File: src/rtl/dmem_arbiter.sv
// dmem_arbiter
//   Shares one single-cycle data memory between the CPU load/store port and a
//   DMA engine. Each cycle at most one requester is granted and the access
//   completes in that same cycle (write commits at the clock edge, read data
//   comes combinationally from dm_rdata).
//
//   Arbitration: a locked DMA burst wins, then a DMA request that has waited
//   MAX_WAIT cycles, then the CPU, then an uncontested DMA request. A DMA burst
//   locks the memory until dma_last, a dropped dma_req, or MAX_BURST grants.
//
// Ports
//   clk, rst                   clock, synchronous active-high reset
//   cpu_req/we/dm_w/dm_r/addr/wdata   CPU access request
//   cpu_ack, cpu_rdata, cpu_stall     CPU completion, read data, pipeline hold
//   dma_req/we/size/addr/wdata/last   DMA access request (size used for r and w)
//   dma_ack, dma_rdata                DMA completion and read data
//   dm_ena/w_ena/w/r/addr/wdata       memory-side command (all 0 when idle)
//   dm_rdata                          memory read data (combinational)
//   owner                             previous-cycle grant: 00 none, 01 CPU, 10 DMA
module dmem_arbiter #(
   parameter int MAX_WAIT  = 8,
   parameter int MAX_BURST = 4
) (
   input  logic        clk,
   input  logic        rst,
   input  logic        cpu_req,
   input  logic        cpu_we,
   input  logic [1:0]  cpu_dm_w,
   input  logic [1:0]  cpu_dm_r,
   input  logic [31:0] cpu_addr,
   input  logic [31:0] cpu_wdata,
   output logic        cpu_ack,
   output logic [31:0] cpu_rdata,
   output logic        cpu_stall,
   input  logic        dma_req,
   input  logic        dma_we,
   input  logic [1:0]  dma_size,
   input  logic [31:0] dma_addr,
   input  logic [31:0] dma_wdata,
   input  logic        dma_last,
   output logic        dma_ack,
   output logic [31:0] dma_rdata,
   output logic        dm_ena,
   output logic        dm_w_ena,
   output logic [1:0]  dm_w,
   output logic [1:0]  dm_r,
   output logic [31:0] dm_addr,
   output logic [31:0] dm_wdata,
   input  logic [31:0] dm_rdata,
   output logic [1:0]  owner
);

   localparam int WAIT_W  = $clog2(MAX_WAIT + 1);
   localparam int BURST_W = $clog2(MAX_BURST + 1);
   localparam logic [WAIT_W-1:0]  WAIT_MAX  = WAIT_W'(MAX_WAIT);
   localparam logic [BURST_W-1:0] BURST_MAX = BURST_W'(MAX_BURST);

   logic               lock;
   logic [WAIT_W-1:0]  wait_cnt;
   logic [BURST_W-1:0] burst_cnt;
   logic               grant_cpu;
   logic               grant_dma;
   logic [BURST_W-1:0] burst_inc;
   logic               burst_full;

   // Grant decision: purely combinational from requests and registered state.
   // Reset suppresses every grant so nothing reaches the memory that cycle.
   always_comb begin
      grant_cpu = 1'b0;
      grant_dma = 1'b0;
      if (!rst) begin
         if (dma_req && (lock || (wait_cnt == WAIT_MAX)))
            grant_dma = 1'b1;
         else if (cpu_req)
            grant_cpu = 1'b1;
         else if (dma_req)
            grant_dma = 1'b1;
      end
   end

   // Beat count this DMA grant would reach; an unlocked grant starts at 1.
   assign burst_inc  = burst_cnt + BURST_W'(1);
   assign burst_full = (burst_inc >= BURST_MAX);

   // Memory command mux; reads carry no write size and writes no read size.
   always_comb begin
      dm_ena   = 1'b0;
      dm_w_ena = 1'b0;
      dm_w     = 2'b00;
      dm_r     = 2'b00;
      dm_addr  = 32'd0;
      dm_wdata = 32'd0;
      if (grant_cpu) begin
         dm_ena   = 1'b1;
         dm_w_ena = cpu_we;
         dm_w     = cpu_we ? cpu_dm_w : 2'b00;
         dm_r     = cpu_we ? 2'b00 : cpu_dm_r;
         dm_addr  = cpu_addr;
         dm_wdata = cpu_wdata;
      end else if (grant_dma) begin
         dm_ena   = 1'b1;
         dm_w_ena = dma_we;
         dm_w     = dma_we ? dma_size : 2'b00;
         dm_r     = dma_we ? 2'b00 : dma_size;
         dm_addr  = dma_addr;
         dm_wdata = dma_wdata;
      end
   end

   assign cpu_ack   = grant_cpu;
   assign dma_ack   = grant_dma;
   assign cpu_rdata = grant_cpu ? dm_rdata : 32'd0;
   assign dma_rdata = grant_dma ? dm_rdata : 32'd0;
   assign cpu_stall = cpu_req & ~grant_cpu;

   // Arbitration state
   always_ff @(posedge clk) begin
      if (rst) begin
         lock      <= 1'b0;
         wait_cnt  <= '0;
         burst_cnt <= '0;
         owner     <= 2'b00;
      end else begin
         owner <= {grant_dma, grant_cpu};

         // Starvation counter: counts consecutive ungranted DMA request cycles.
         if (dma_req && !grant_dma) begin
            if (wait_cnt != WAIT_MAX)
               wait_cnt <= wait_cnt + WAIT_W'(1);
         end else begin
            wait_cnt <= '0;
         end

         if (grant_dma) begin
            if (dma_last || burst_full) begin
               lock      <= 1'b0;
               burst_cnt <= '0;
            end else begin
               lock      <= 1'b1;
               burst_cnt <= burst_inc;
            end
         end else if (lock) begin
            // A locked burst is always granted while dma_req holds, so being
            // locked without a grant means the engine abandoned the burst.
            lock      <= 1'b0;
            burst_cnt <= '0;
         end
      end
   end

endmodule

File: config.mk
export PLATFORM = sky130hd
export DESIGN_NAME = dmem_arbiter
export DESIGN_NICKNAME = d
export VERILOG_FILES = /design/src/rtl/dmem_arbiter.sv
export SDC_FILE = /design/constraint.sdc
export NUM_CORES = 1
export LEC_CHECK = 0
export ABC_AREA = 1
export CAP_MARGIN = 20
export CORE_AREA = 5 5 119 121
export DETAILED_ROUTE_END_ITERATION = 6
export DIE_AREA = 0 0 124 126
export MAX_ROUTING_LAYER = met4
export PLACE_DENSITY = 0.59
export SLEW_MARGIN = 30
export SYNTH_ARGS = -nofsm -noshare
export SYNTH_HDL_FRONTEND = slang
export SYNTH_SLANG_ARGS = --single-unit
File: constraint.sdc
create_clock -name clk -period 1.61 [get_ports clk]
set_input_delay 0.322 -clock clk [delete_from_list [all_inputs] [get_ports clk]]
set_output_delay 0.322 -clock clk [all_outputs]
set_load 0.005 [all_outputs]
==> key figures <==
Status
  • Status: finished with violations
  • Failing checks: negative setup slack

Synthesis
  • Largest family of logic cells by synthesized area: simple AND/OR/NAND/NOR gates
  • Synth Area in Adders: 2.11%
  • Xor and xnor area share after synthesis: less than 1%
  • Synth top area cells: nand2_1 44%, nor2_1 15%, dfxtp_1 11%
  • Post-synthesis compound-gate area fraction: under 10%
  • Unique cell type count in the Yosys netlist: 20
  • Flops & latches, synth: 10
  • Ys Warns: 0
  • Synthesized area per cell: between 4 and 5 um2
  • Mux contribution to synthesized area: 0%
  • Sequential share of the synthesized area: 11.3%
  • Synth Area in Simple Gates: around 64%
  • Mapped Cells: around 390
  • Synth area leader: nand2_1
  • Synth Cell Area: between 1500 and 2000 um2
  • Net count after synthesis: roughly 570
  • Yosys top cell area share: about 44%

CTS
  • CTS max path bufs: 2
  • Clk slew on worst S/H paths: 0.04 ns
  • CTS tree: done
  • TritonCTS Buffers: 3
  • Hold buffers post-CTS: 0
  • CTS sink count: 10
  • H-Tree Depth: 1
  • Clk root buf: clkbuf_16
  • Worst skew pair latency: roughly 0.24 ns

Timing
  • FMAX: between 400 and 500 MHz
  • RSZ-0062 raised after global routing: true
  • Finish-stage setup viols: between 100 and 150
  • Slew headroom: 83.4%
  • Min Tclk post-route: 2.21 ns
  • Max Clock Skew: 0.00175 ns
  • Final worst path period share: 137%
  • Slew Viols, Final: 0
  • Worst Tran Pin Value: between 0.2 and 0.25 ns
  • Setup slack after layout: -0.598 ns
  • Final Hold Fails: 0

Final layout
  • Commonest non-fill, non-tap cells in the layout: 179 x clkdlybuf4s50_1, 111 x nand2_1, 87 x buf_2
  • Commonest non-fill, non-tap cell in the layout: clkdlybuf4s50_1
  • Share of cells above drive strength 1: 45.6%
  • Diodes inserted: 0
  • Final net count: 962
  • Area Growth Syn to Fin: 267%
  • Post-route cell area: 6540 um2

Worst setup path
  • Worst Setup Start Kind: flip-flop
  • WS Path Type: flip-flop to output pin
  • Max FO, Critical Path: 6
  • FF-to-FF path depth: 16
  • End of the worst register-to-register path: wait_cnt[0]
  • Worst setup EP type: output pin
  • Setup slack, reg-to-reg: -0.48 ns
  • R2R Path Start: wait_cnt[0]
  • CP arrival: around 1.9 ns
  • Required time worst endpoint: approximately 1.3 ns

Floorplan
  • Starting density of the core: between 10% and 20%
  • Row count: 42
  • Die area: 15600 um2
  • Chip height: approximately 130 um
  • Core ar.: about 13000 um2
  • Io pins: about 310
  • Die Width: approximately 120 um

Power and ir drop
  • Peak supply drop: ~280 uV
  • Pwr dens: roughly 360 nW/um2
  • P_leak: about 3.6 nW
  • Overall Power: between 2 and 2.5 mW

Route
  • DRC Markers: 0
  • DRT Pass-1 Iters: 4
  • Final ANT Viol Nets: 0
  • Final WL: approximately 16000 um
  • Post-DR wirelength/cell: 16.3 um
  • DR iter-0 viols: around 130
  • Via-per-instance ratio: roughly 4.1
  • Total vias in the final route: roughly 3900

GRT
  • Number of global-route vias before repair: roughly 4200
  • Largest net degree at the start of global routing: 16
  • First-pass GRT wire length: approximately 22000 um
  • Total Routing Usage GR: a little under a fifth
  • Grt ovf: 0
  • Initial antenna violation count: 0

Flow run
  • Max-cap viol count: 0

Placement
  • Post-Place Cell Area: approximately 5200 um2
  • Detail Placement HPWL: 10700 um
  • Gpl congestion: 0.853
  • IO buf count: roughly 310

Hold path
  • Hold endpoint: burst_cnt[0]
  • Hold WC Path Type: input port to flip-flop
  • Hold Crit Start: rst
  • Hold depth: 2
[how the worst max path moves through the flow]
stage / start / endpoint / slack, ns / depth (start not counted)
after floorplan: wait_cnt[0] / dm_addr[0] / 0.02 / 11
after global placement: cpu_req / dm_addr[2] / -0.96 / 9
after detailed placement: dma_req / dm_wdata[16] / -0.99 / 7
after CTS: wait_cnt[1] / dm_addr[29] / -0.61 / 14
after global routing: wait_cnt[0] / dm_addr[29] / -0.67 / 14
final: wait_cnt[0] / dm_addr[29] / -0.60 / 14
[routing by layer]
metal / wire length, um / vias to the layer above / GRT usage [%]
met3: 1570 / 16 / 4.26
met2: 7880 / 207 / 33.3
met5: 0 / - / -
met4: 202 / 0 / 3.80
li1: - / 1932 / -
met1: 6000 / 1744 / 21.4
[worst max-delay path, cell delays in order, from the launching register on]
cell and delay, ns:
dfxtp_2 0.31, inv_2 0.07, ha_4 0.14, nand3_4 0.08, nand2_2 0.08, o21ai_2 0.06
nand2_2 0.13, inv_8 0.05, buf_6 0.13, buf_12 0.12, buf_16 0.13, buf_6 0.12
nand2_4 0.04, nand2_2 0.05, buf_6 0.12
[state kept, by name (all words and copies together) (netlist names)]
name and flops:
lock 1, wait_cnt 4, owner 2, burst_cnt 3
[layout make-up]
class                      count  area (um2)
clock buffer                   4        88.8
multi-input combinational    309        1760
tap                          176         220
timing repair buffer         413        4080
inverter                      49         191
sequential                    10         204
fill                        1260        6440
[power by group]
| part | leakage, nW | internal, mW | switching [mW] | total (mW) |
|---|---|---|---|---|
| clock network | 0.0442 | 0.374 | 0.117 | 0.491 |
| logic | 3.42 | 0.985 | 0.604 | 1.59 |
| registers | 0.0827 | 0.255 | 0.00328 | 0.258 |
[through the flow]
step,hold slack (ns),std cells,setup TNS (ns),util (%),worst slack [ns]
global route,0.471,961,-67.61,50.4,-0.674
detailed placement,0.472,877,-114.03,40.1,-0.987
CTS,0.459,957,-63.89,47.5,-0.607
finish,0.454,961,-54.76,50.4,-0.598
floorplan,0.391,389,0,-,0.0190
global placement,0.463,877,-111.76,40.1,-0.960
[cell families (layout without fill, tap and decap cells)]
logic type      after synthesis  after routing
simple gates                292            292
buf+inv                      70            466
compound gates               13             13
flops                        10             10
fa+ha+maj                     3              3
xor+xnor                      1              1
[cell usage after synthesis]
library cell and count:
buf_4 1, nor3_1 1, a21oi_1 5, nand2_2 2
inv_2 2, a21oi_4 1, nand2_1 207, nor2_4 1
xor2_1 1, nor2_1 70, inv_1 47, o21ai_0 6
o21ai_2 1, buf_2 15, nand4_1 1, ha_1 3
buf_6 5, dfxtp_1 10, nand3_2 1, nand3_1 9
[repair_timing]
| action | CTS | global route |
|---|---|---|
| gates resized for setup | 622 | 107 |
| endpoints found under the setup margin | 139 | 138 |
| setup buffers | 67 | 9 |
| cloned | 13 | 0 |
| pin swaps | 15 | 18 |
No activity file was read; power rests on OpenSTA's default activity.
==> edit, RTL diff (same settings) <==
Set the parameter `MAX_BURST` to 8 (it was 4).
--- a/src/rtl/dmem_arbiter.sv
+++ b/src/rtl/dmem_arbiter.sv
@@ -21,3 +21,3 @@
    parameter int MAX_WAIT  = 8,
-   parameter int MAX_BURST = 4
+   parameter int MAX_BURST = 8
 ) (
Check against the original RTL: not equivalent (Yosys sat finds a counterexample within 10 cycles, from zero or initial values and one cycle with rst high).
==> edit against the original RTL <==
The run still ends with setup timing left. Cell area shrank 2.1%. Area after synthesis grew 3.6%. Largest power group unchanged. Clock power shrank 6.5%. Sequential power grew 10%. Sequential cell count grew 1. Routed wire length is essentially flat. Count of clock-buffer cells in the layout is the same. Synthesized cell count grew 2.1%. Setup slack lost 0.027 ns. Largest cell class unchanged. Power shrank 7.0%. Critical path type unchanged.
==> edit: results (changes against the original RTL) <==
metric	value	unit	change
fill_cells	1307		was 1,260
whs	0.479	ns	was 0.454 ns
yosys_warnings	0		unchanged
fin_nets	979		was 962
finalSetupViolations	146		was 138
antennaDiodeCount	0		unchanged
fin_ws	-0.625	ns	was -0.598 ns
first_iter_violations	117		was 126
async_flop_share	0	%	unchanged
ys_top_cells_by_count	nand2_1 (210), nor2_1 (74), inv_1 (44)		was nand2_1 (207), nor2_1 (70), inv_1 (47)
min-delay-start	burst_cnt[3]		was rst
violations	setup timing		unchanged
totalWireLength	15.7	mm	was 15.6 mm
reg_top3	burst_cnt: 4 flops, wait_cnt: 4 flops, owner: 2 flops		was wait_cnt: 4 flops, burst_cnt: 3 flops, owner: 2 flops
grt_pass1_wl	21.4	mm	was 22.4 mm
grt_usage	17.9	%	was 18.8%
p_comb	1.43	mW	was 1.59 mW
clk_pin_slew	0.04	ns	about the same
synthDistinctLibCells	19		was 20
worst-r2r-cell-count	14		was 16
grt_max_degree	36		was 16
worstPathArrival	1.91	ns	was 1.89 ns
worst-r2r-setup-slack	-0.14	ns	was -0.48 ns
p_leak	3.42	nW	was 3.55 nW
max_slew.worst_pin.slew	0.263	ns	was 0.248 ns
min_to	burst_cnt[3]		was burst_cnt[0]
numCtsBuffers	3		unchanged
seq_area_frac_synth	11.9	%	was 11.3%
cts_root_buffer	clkbuf_16		unchanged
cp_max_fo	7		was 6
place_congestion	0.870		was 0.853
synth_edf_count	0		unchanged
dr_total_vias	3967		was 3,899
rr_endpoint	burst_cnt[0]		was wait_cnt[0]
htree_levels	1		unchanged
fin_skew	0.00496	ns	was 0.00175 ns
cp-endpoint	dm_addr[7]		was dm_addr[29]
drive_above_1_share	42.8	%	was 45.6%
antenna_found_initial	0		unchanged
synthFlopType	dfxtp_1		unchanged
status	complete, but fails checks		unchanged
grt.overflow.total	0		unchanged
crit_start	wait_cnt[0]		unchanged
clk_latency	0.24	ns	about the same
ys_top_cells_by_area	nand2_1 (43%), nor2_1 (15%), dfxtp_1 (12%), inv_1 (9.0%), buf_6 (4.3%)		was nand2_1 (44%), nor2_1 (15%), dfxtp_1 (11%), inv_1 (9.9%), buf_2 (4.2%)
first_global_vias	3899		was 4,209
hp-class	reg -> reg		was in -> reg
p_sw	0.663	mW	was 0.724 mW
first_pass_iters	4		unchanged
hpwl	10.4	mm	was 10.7 mm
peakVddDrop	443	uV	was 279 uV
finalSetupTns	-66.32	ns	was -54.76 ns
synth_nets	573		was 565
seq-power	0.285	mW	was 0.258 mW
port_buffers	311		unchanged
edit: cell types whose count changed after synthesis, sizes merged:
cell	change
xnor2	+1
a21oi	-1
nand3	+2
o21ai	-2
buf	+1
nor2	+3
dfxtp	+1
inv	-3
nand2	+1
nor3	+3
nand4	+2
edit: metal layers:
layer / global-route usage, % / share of wire, % / up-vias
met1: 19.1 / 35 / 1792
met5: - / 0 / -
met3: 3.27 / 8.8 / 23
li1: - / - / 1979
met4: 3.22 / 2.0 / 0
met2: 34.0 / 54 / 173
edit: kinds of logic after synthesis:
family | share of synthesized area (%)
DFF | 11.9
buffers and inverters | 18.1
xor gates and xnor gates | 0.951
AOI/OAI and AO/OA | 2.92
and+or+nand+nor | 64.0
adders and majority gates | 2.04
edit: per-stage QoR:
stage,worst slack (ns),utilization (%),instance area (um^2),instances,total power [mW]
4_1_cts,-0.682,46.0,5980,951,2.07
6_report,-0.625,49.3,6400,978,2.17
3_3_place_gp,-0.837,40.4,5240,882,1.40
2_1_floorplan,0.00750,-,1870,397,0.572
3_5_place_dp,-0.846,40.4,5240,882,1.41
5_1_grt,-0.759,49.3,6400,978,2.31
edit: final cells by class:
type | instances | area share [%]
sequential | 11 | 3.48
tap | 176 | 3.44
clock buffer | 4 | 1.23
inverter | 46 | 2.82
timing repair buffer | 423 | 62.5
multi-input combinational | 318 | 26.5
edit: critical path: stages (launching register included):
cell	delay, ns
dfxtp_2	0.33
inv_2	0.05
ha_4	0.16
nand3_4	0.08
a21oi_4	0.08
nor3_4	0.27
buf_12	0.16
buf_12	0.11
buf_16	0.13
buf_8	0.11
nand2_2	0.03
nand2_1	0.04
buf_2	0.11
edit: what timing repair did:
item | in CTS | in global routing
pin swaps | 12 | 11
cloned | 13 | 5
resized for setup | 478 | 203
endpoints found under the setup margin | 144 | 143
buffers inserted | 52 | 27
